## src/rtl/hazard_ctrl.sv

```systemverilog
// hazard_ctrl: pipeline hazard and sequencing controller for the five-stage MIPS
// pipeline. Generates PC / IF/ID load enables, the ID/EX bubble, stage flushes
// and a global hold while data memory is busy, with a sticky memory timeout.
module hazard_ctrl #(
    parameter int MAX_WAIT = 16
) (
    input  logic        clk,
    input  logic        rst_n,
    input  logic [4:0]  id_rs,
    input  logic [4:0]  id_rt,
    input  logic        id_uses_rt,
    input  logic        ex_mem_read,
    input  logic [4:0]  ex_rt,
    input  logic        br_taken,
    input  logic        mem_busy,
    output logic        pc_write,
    output logic        ifid_write,
    output logic        idex_bubble,
    output logic        pipe_hold,
    output logic        ifid_flush,
    output logic        idex_flush,
    output logic        exmem_flush,
    output logic [15:0] stall_cnt,
    output logic [15:0] flush_cnt,
    output logic [1:0]  state,
    output logic        err
);

    localparam int WAIT_W = $clog2(MAX_WAIT + 1);

    typedef enum logic [1:0] {
        RUN      = 2'b00,
        MEM_WAIT = 2'b01,
        ERROR    = 2'b10
    } state_t;

    state_t             state_q, state_d;
    logic [WAIT_W-1:0]  wait_q, wait_d;
    logic               err_q;
    logic               stall_inc, flush_inc, err_set;
    logic               hz;
    logic               run_eval;

    // Load-use hazard: the load in ID/EX writes a register the ID instruction reads.
    assign hz = ex_mem_read & (ex_rt != 5'd0) &
                ((ex_rt == id_rs) | (id_uses_rt & (ex_rt == id_rt)));

    // A released memory wait is handled exactly like a normal RUN cycle.
    assign run_eval = (state_q == RUN) | ((state_q == MEM_WAIT) & ~mem_busy);

    // Next-state and Mealy control outputs; reset forces the pipeline frozen.
    always_comb begin
        pc_write    = 1'b1;
        ifid_write  = 1'b1;
        idex_bubble = 1'b0;
        pipe_hold   = 1'b0;
        ifid_flush  = 1'b0;
        idex_flush  = 1'b0;
        exmem_flush = 1'b0;
        state_d     = state_q;
        wait_d      = wait_q;
        stall_inc   = 1'b0;
        flush_inc   = 1'b0;
        err_set     = 1'b0;

        if (!rst_n) begin
            pc_write   = 1'b0;
            ifid_write = 1'b0;
            pipe_hold  = 1'b1;
            state_d    = RUN;
            wait_d     = '0;
        end else if (run_eval) begin
            state_d = RUN;
            wait_d  = '0;
            if (br_taken) begin
                ifid_flush  = 1'b1;
                idex_flush  = 1'b1;
                exmem_flush = 1'b1;
                flush_inc   = 1'b1;
            end else if (mem_busy) begin
                pc_write   = 1'b0;
                ifid_write = 1'b0;
                pipe_hold  = 1'b1;
                stall_inc  = 1'b1;
                wait_d     = WAIT_W'(1);
                state_d    = MEM_WAIT;
            end else if (hz) begin
                pc_write    = 1'b0;
                ifid_write  = 1'b0;
                idex_bubble = 1'b1;
                stall_inc   = 1'b1;
            end
        end else if (state_q == MEM_WAIT) begin
            pc_write   = 1'b0;
            ifid_write = 1'b0;
            pipe_hold  = 1'b1;
            if (wait_q < WAIT_W'(MAX_WAIT)) begin
                wait_d    = wait_q + WAIT_W'(1);
                stall_inc = 1'b1;
            end else begin
                state_d = ERROR;
                err_set = 1'b1;
            end
        end else begin
            pc_write   = 1'b0;
            ifid_write = 1'b0;
            pipe_hold  = 1'b1;
        end
    end

    // State, wait counter, saturating statistics counters and sticky error flag.
    always_ff @(posedge clk or negedge rst_n) begin
        if (!rst_n) begin
            state_q   <= RUN;
            wait_q    <= '0;
            stall_cnt <= 16'd0;
            flush_cnt <= 16'd0;
            err_q     <= 1'b0;
        end else begin
            state_q <= state_d;
            wait_q  <= wait_d;
            if (stall_inc && (stall_cnt != 16'hFFFF))
                stall_cnt <= stall_cnt + 16'd1;
            if (flush_inc && (flush_cnt != 16'hFFFF))
                flush_cnt <= flush_cnt + 16'd1;
            if (err_set)
                err_q <= 1'b1;
        end
    end

    assign state = state_q;
    assign err   = err_q;

endmodule

```

## config.mk

```make
export PLATFORM = sky130hd
export DESIGN_NAME = hazard_ctrl
export DESIGN_NICKNAME = d
export VERILOG_FILES = /design/src/rtl/hazard_ctrl.sv
export SDC_FILE = /design/constraint.sdc
export NUM_CORES = 1
export LEC_CHECK = 0
export CAP_MARGIN = 20
export CELL_PAD_IN_SITES_DETAIL_PLACEMENT = 0
export CELL_PAD_IN_SITES_GLOBAL_PLACEMENT = 1
export CORE_UTILIZATION = 36
export DETAILED_ROUTE_END_ITERATION = 6
export PLACE_DENSITY = 0.76
export SLEW_MARGIN = 20
export SYNTH_ARGS = -nofsm -noshare
export SYNTH_HDL_FRONTEND = slang
export SYNTH_SLANG_ARGS = --single-unit
```

## constraint.sdc

```tcl
create_clock -name clk -period 2.27 [get_ports clk]
set_input_delay 0.227 -clock clk [delete_from_list [all_inputs] [get_ports clk]]
set_output_delay 0.227 -clock clk [all_outputs]
set_load 0.01 [all_outputs]
```

==> impl_metrics.json <==
{
  "ir_drop_uv": 396.1,
  "hold_violations": 0,
  "cp_top_family": "simple AND/OR/NAND/NOR gates",
  "hp-class": "in -> async",
  "drc": 0,
  "ys_types": 46,
  "critPathLaunchType": "input port",
  "core_sq_um": 5675,
  "worst_clock_skew_ps": 12.65,
  "cts.clk_slew.worst_paths_ps": 90,
  "cap_violations": 0,
  "ios": 63,
  "fin_cells": 357,
  "design_power_total_mw": 2.030,
  "r2r_end": "flush_cnt[5]$_DFFE_PN0P_",
  "numCtsBuffers": 5,
  "critPathRequiredTime_ps": 2040,
  "multi_input_area_sq_um": 1146,
  "grt_overflow": 0,
  "fillers": 529,
  "synthTopCellsByArea": "dfrtp_1, xnor2_1, nand3_1",
  "grt_max_degree": 47,
  "rows": 27,
  "worstMarginPinSlew_ps": 540.3,
  "wire_per_inst_um": 14.14,
  "dieArea_sq_um": 6366,
  "cp-end-kind": "output port",
  "clk_latency_ps": 300,
  "crit_path_cell_trace": "clkdlybuf4s50_1, or4_4, o21ai_4, nand2b_1, nor2b_1, dlygate4sd2_1",
  "placed_cell_area_sq_um": 2950,
  "grt_usage_pct": 16.99,
  "ys_ff_latch": 40,
  "drv_slew": 0,
  "ys_seq_area_share_pct": 45.95,
  "synth.cell_area_sq_um": 2178,
  "antenna_left": 0,
  "fin_util_pct": 54.19,
  "layout.nets": 308,
  "netlist.area_leader.share_pct": 45.95,
  "cts-root-buf": "clkbuf_8",
  "rsz0062_at_grt": "no",
  "avgSynthCellArea_sq_um": 10.52,
  "wl_um": 5047,
  "period_share_pct": 95.25,
  "first_iter_violations": 59,
  "clkSinkCount": 40,
  "cts_max_level": 2,
  "max_freq_ghz": 0.4625,
  "dp_hpwl_um": 3755,
  "reg2reg_slack_ps": 410,
  "place_congestion": 0.7772,
  "reg2reg_depth": 5,
  "slowest_stage": "or4_4",
  "max_stage_delay_ps": 540,
  "portBuffers": 62,
  "yosysTopAreaCell": "dfrtp_1",
  "path_max_fanout": 3,
  "crit_type": "in -> out",
  "syn_inst": 207,
  "setup_viol": 0,
  "chipHeight_um": 79.79,
  "area_delta_synth_final_pct": 41.18,
  "first_pass_iters": 4,
  "fp.dieW_um": 79.79,
  "r2r-start": "flush_cnt[4]$_DFFE_PN0P_",
  "diodes": 0,
  "cp.arrival_ps": 1940,
  "yosys_warnings": 0,
  "outcome": "completed",
  "cts_buffer_depth": 2,
  "cts_setup_buffers": 0,
  "cts_tree": "built",
  "slew_headroom_pct": 63.98,
  "vias": 1838,
  "seq_area_sq_um": 1001,
  "grt_pass1_wl_um": 8383,
  "syn_nets": 231,
  "path_buf_inv": 2,
  "power_density_nw_per_um2": 660.0,
  "p_leak_nw": 1.272,
  "antenna_found_initial": 0,
  "via_per_inst": 5.148,
  "fin_crit_ps": 2162,
  "initial_core_util_pct": 38.38,
  "post-place-cells": 349,
  "drive_gt1_share_pct": 13.68,
  "grt_pass1_vias": 1800,
  "final_area_sq_um": 3075
}
==> metal layers <==
metal	track usage, %	wire, um
met4	5.357	55
met2	27.86	2303
met3	4.914	371
met1	21.51	2318
met5	0	0
==> cell type report <==
class	instances	share of cell area [%]
Clock inverter	3	1.383
Clock buffer	5	2.238
Multi-Input combinational cell	157	37.27
Timing Repair Buffer	75	23.03
Tap cell	72	2.929
Sequential cell	40	32.55
Inverter	5	0.6103
==> cells in the mapped netlist (all sizes together) <==
library cell  instances
dfrtp                40
xnor2                35
nand2                19
nand3                18
nand4                14
and3                  9
nor2                  9
a21oi                 5
inv                   5
xor2                  5
buf                   4
nor2b                 4
o21ai                 4
ha                    3
nor3                  3
nor3b                 3
a21o                  2
a221oi                2
and2                  2
and4                  2
mux2                  2
nand2b                2
a211oi                1
a21boi                1
a22o                  1
a31oi                 1
a41oi                 1
clkbuf                1
nand3b                1
nand4b                1
o221ai                1
o22ai                 1
o31ai                 1
o41ai                 1
or3                   1
or3b                  1
or4                   1
==> worst max path at each step <==
stage | start | to | slack [ps] | cells after the start
2_1_floorplan | stall_cnt[0]$_DFFE_PN0P_ | stall_cnt[1]$_DFFE_PN0P_ | 430 | 6
3_3_place_gp | ex_rt[1] | pc_write | -180 | 6
3_5_place_dp | ex_rt[1] | pc_write | -230 | 6
4_1_cts | ex_rt[1] | pc_write | 50 | 6
5_1_grt | ex_rt[2] | ifid_write | 10 | 6
6_report | ex_rt[2] | ifid_write | 110 | 6
==> state kept, by name, indices dropped and copies added (netlist names) <==
| name | flops |
|---|---|
| flush_cnt | 16 |
| stall_cnt | 16 |
| state | 2 |
| wait_q | 5 |
| err | 1 |
==> metrics by stage <==
stage	setup TNS [ps]	hold WS [ps]	setup slack [ps]
after floorplan	0	-68.59	425.9
after global placement	-505.5	353.1	-177.4
after global routing	0	66.67	10.45
final	0	5.006	107.9
after CTS	0	28.67	54.56
after detailed placement	-654.3	357.4	-230.6
==> report_power, final <==
part,internal [mW],switching (mW)
sequential,0.802,0.111
combinational,0.320,0.217
clock,0.325,0.255
total,1.45,0.583
==> cell families (layout without fill, tap and decap cells) <==
logic type | after synthesis | after routing | synth area share [%]
flops | 40 | 40 | 45.95
xor+xnor | 40 | 40 | 16.08
compound gates | 22 | 22 | 9.306
simple gates | 90 | 90 | 23.43
fa+ha+maj | 3 | 3 | 1.723
mux | 2 | 2 | 1.206
buf+inv | 10 | 88 | 2.297
==> what timing repair did <==
action | CTS | global route
gates resized for setup | 3 | 6
setup endpoints to repair | 3 | 6
hold buffers | 0 | 0
pin swaps | 0 | 3
endpoints found under the hold margin | 0 | 0
==> placed cells by master, fill, tap and decap left out, types with 2 or more instances in the layout <==
| cell type | instances |
|---|---|
| ha_1 | 3 |
| dfrtp_1 | 40 |
| nor3b_1 | 2 |
| inv_1 | 5 |
| a21oi_2 | 2 |
| nand2b_1 | 2 |
| a21o_1 | 2 |
| o21ai_0 | 3 |
| nor2b_1 | 4 |
| nand3_1 | 17 |
| a21oi_1 | 3 |
| dlygate4sd2_1 | 2 |
| nand2_1 | 19 |
| clkdlybuf4s50_1 | 57 |
| nor2_1 | 9 |
| and3_1 | 9 |
| buf_4 | 13 |
| xor2_1 | 5 |
| and4_1 | 2 |
| clkbuf_8 | 5 |
| xnor2_1 | 34 |
| nand4_1 | 14 |
Power figures use the tool's default switching activity.
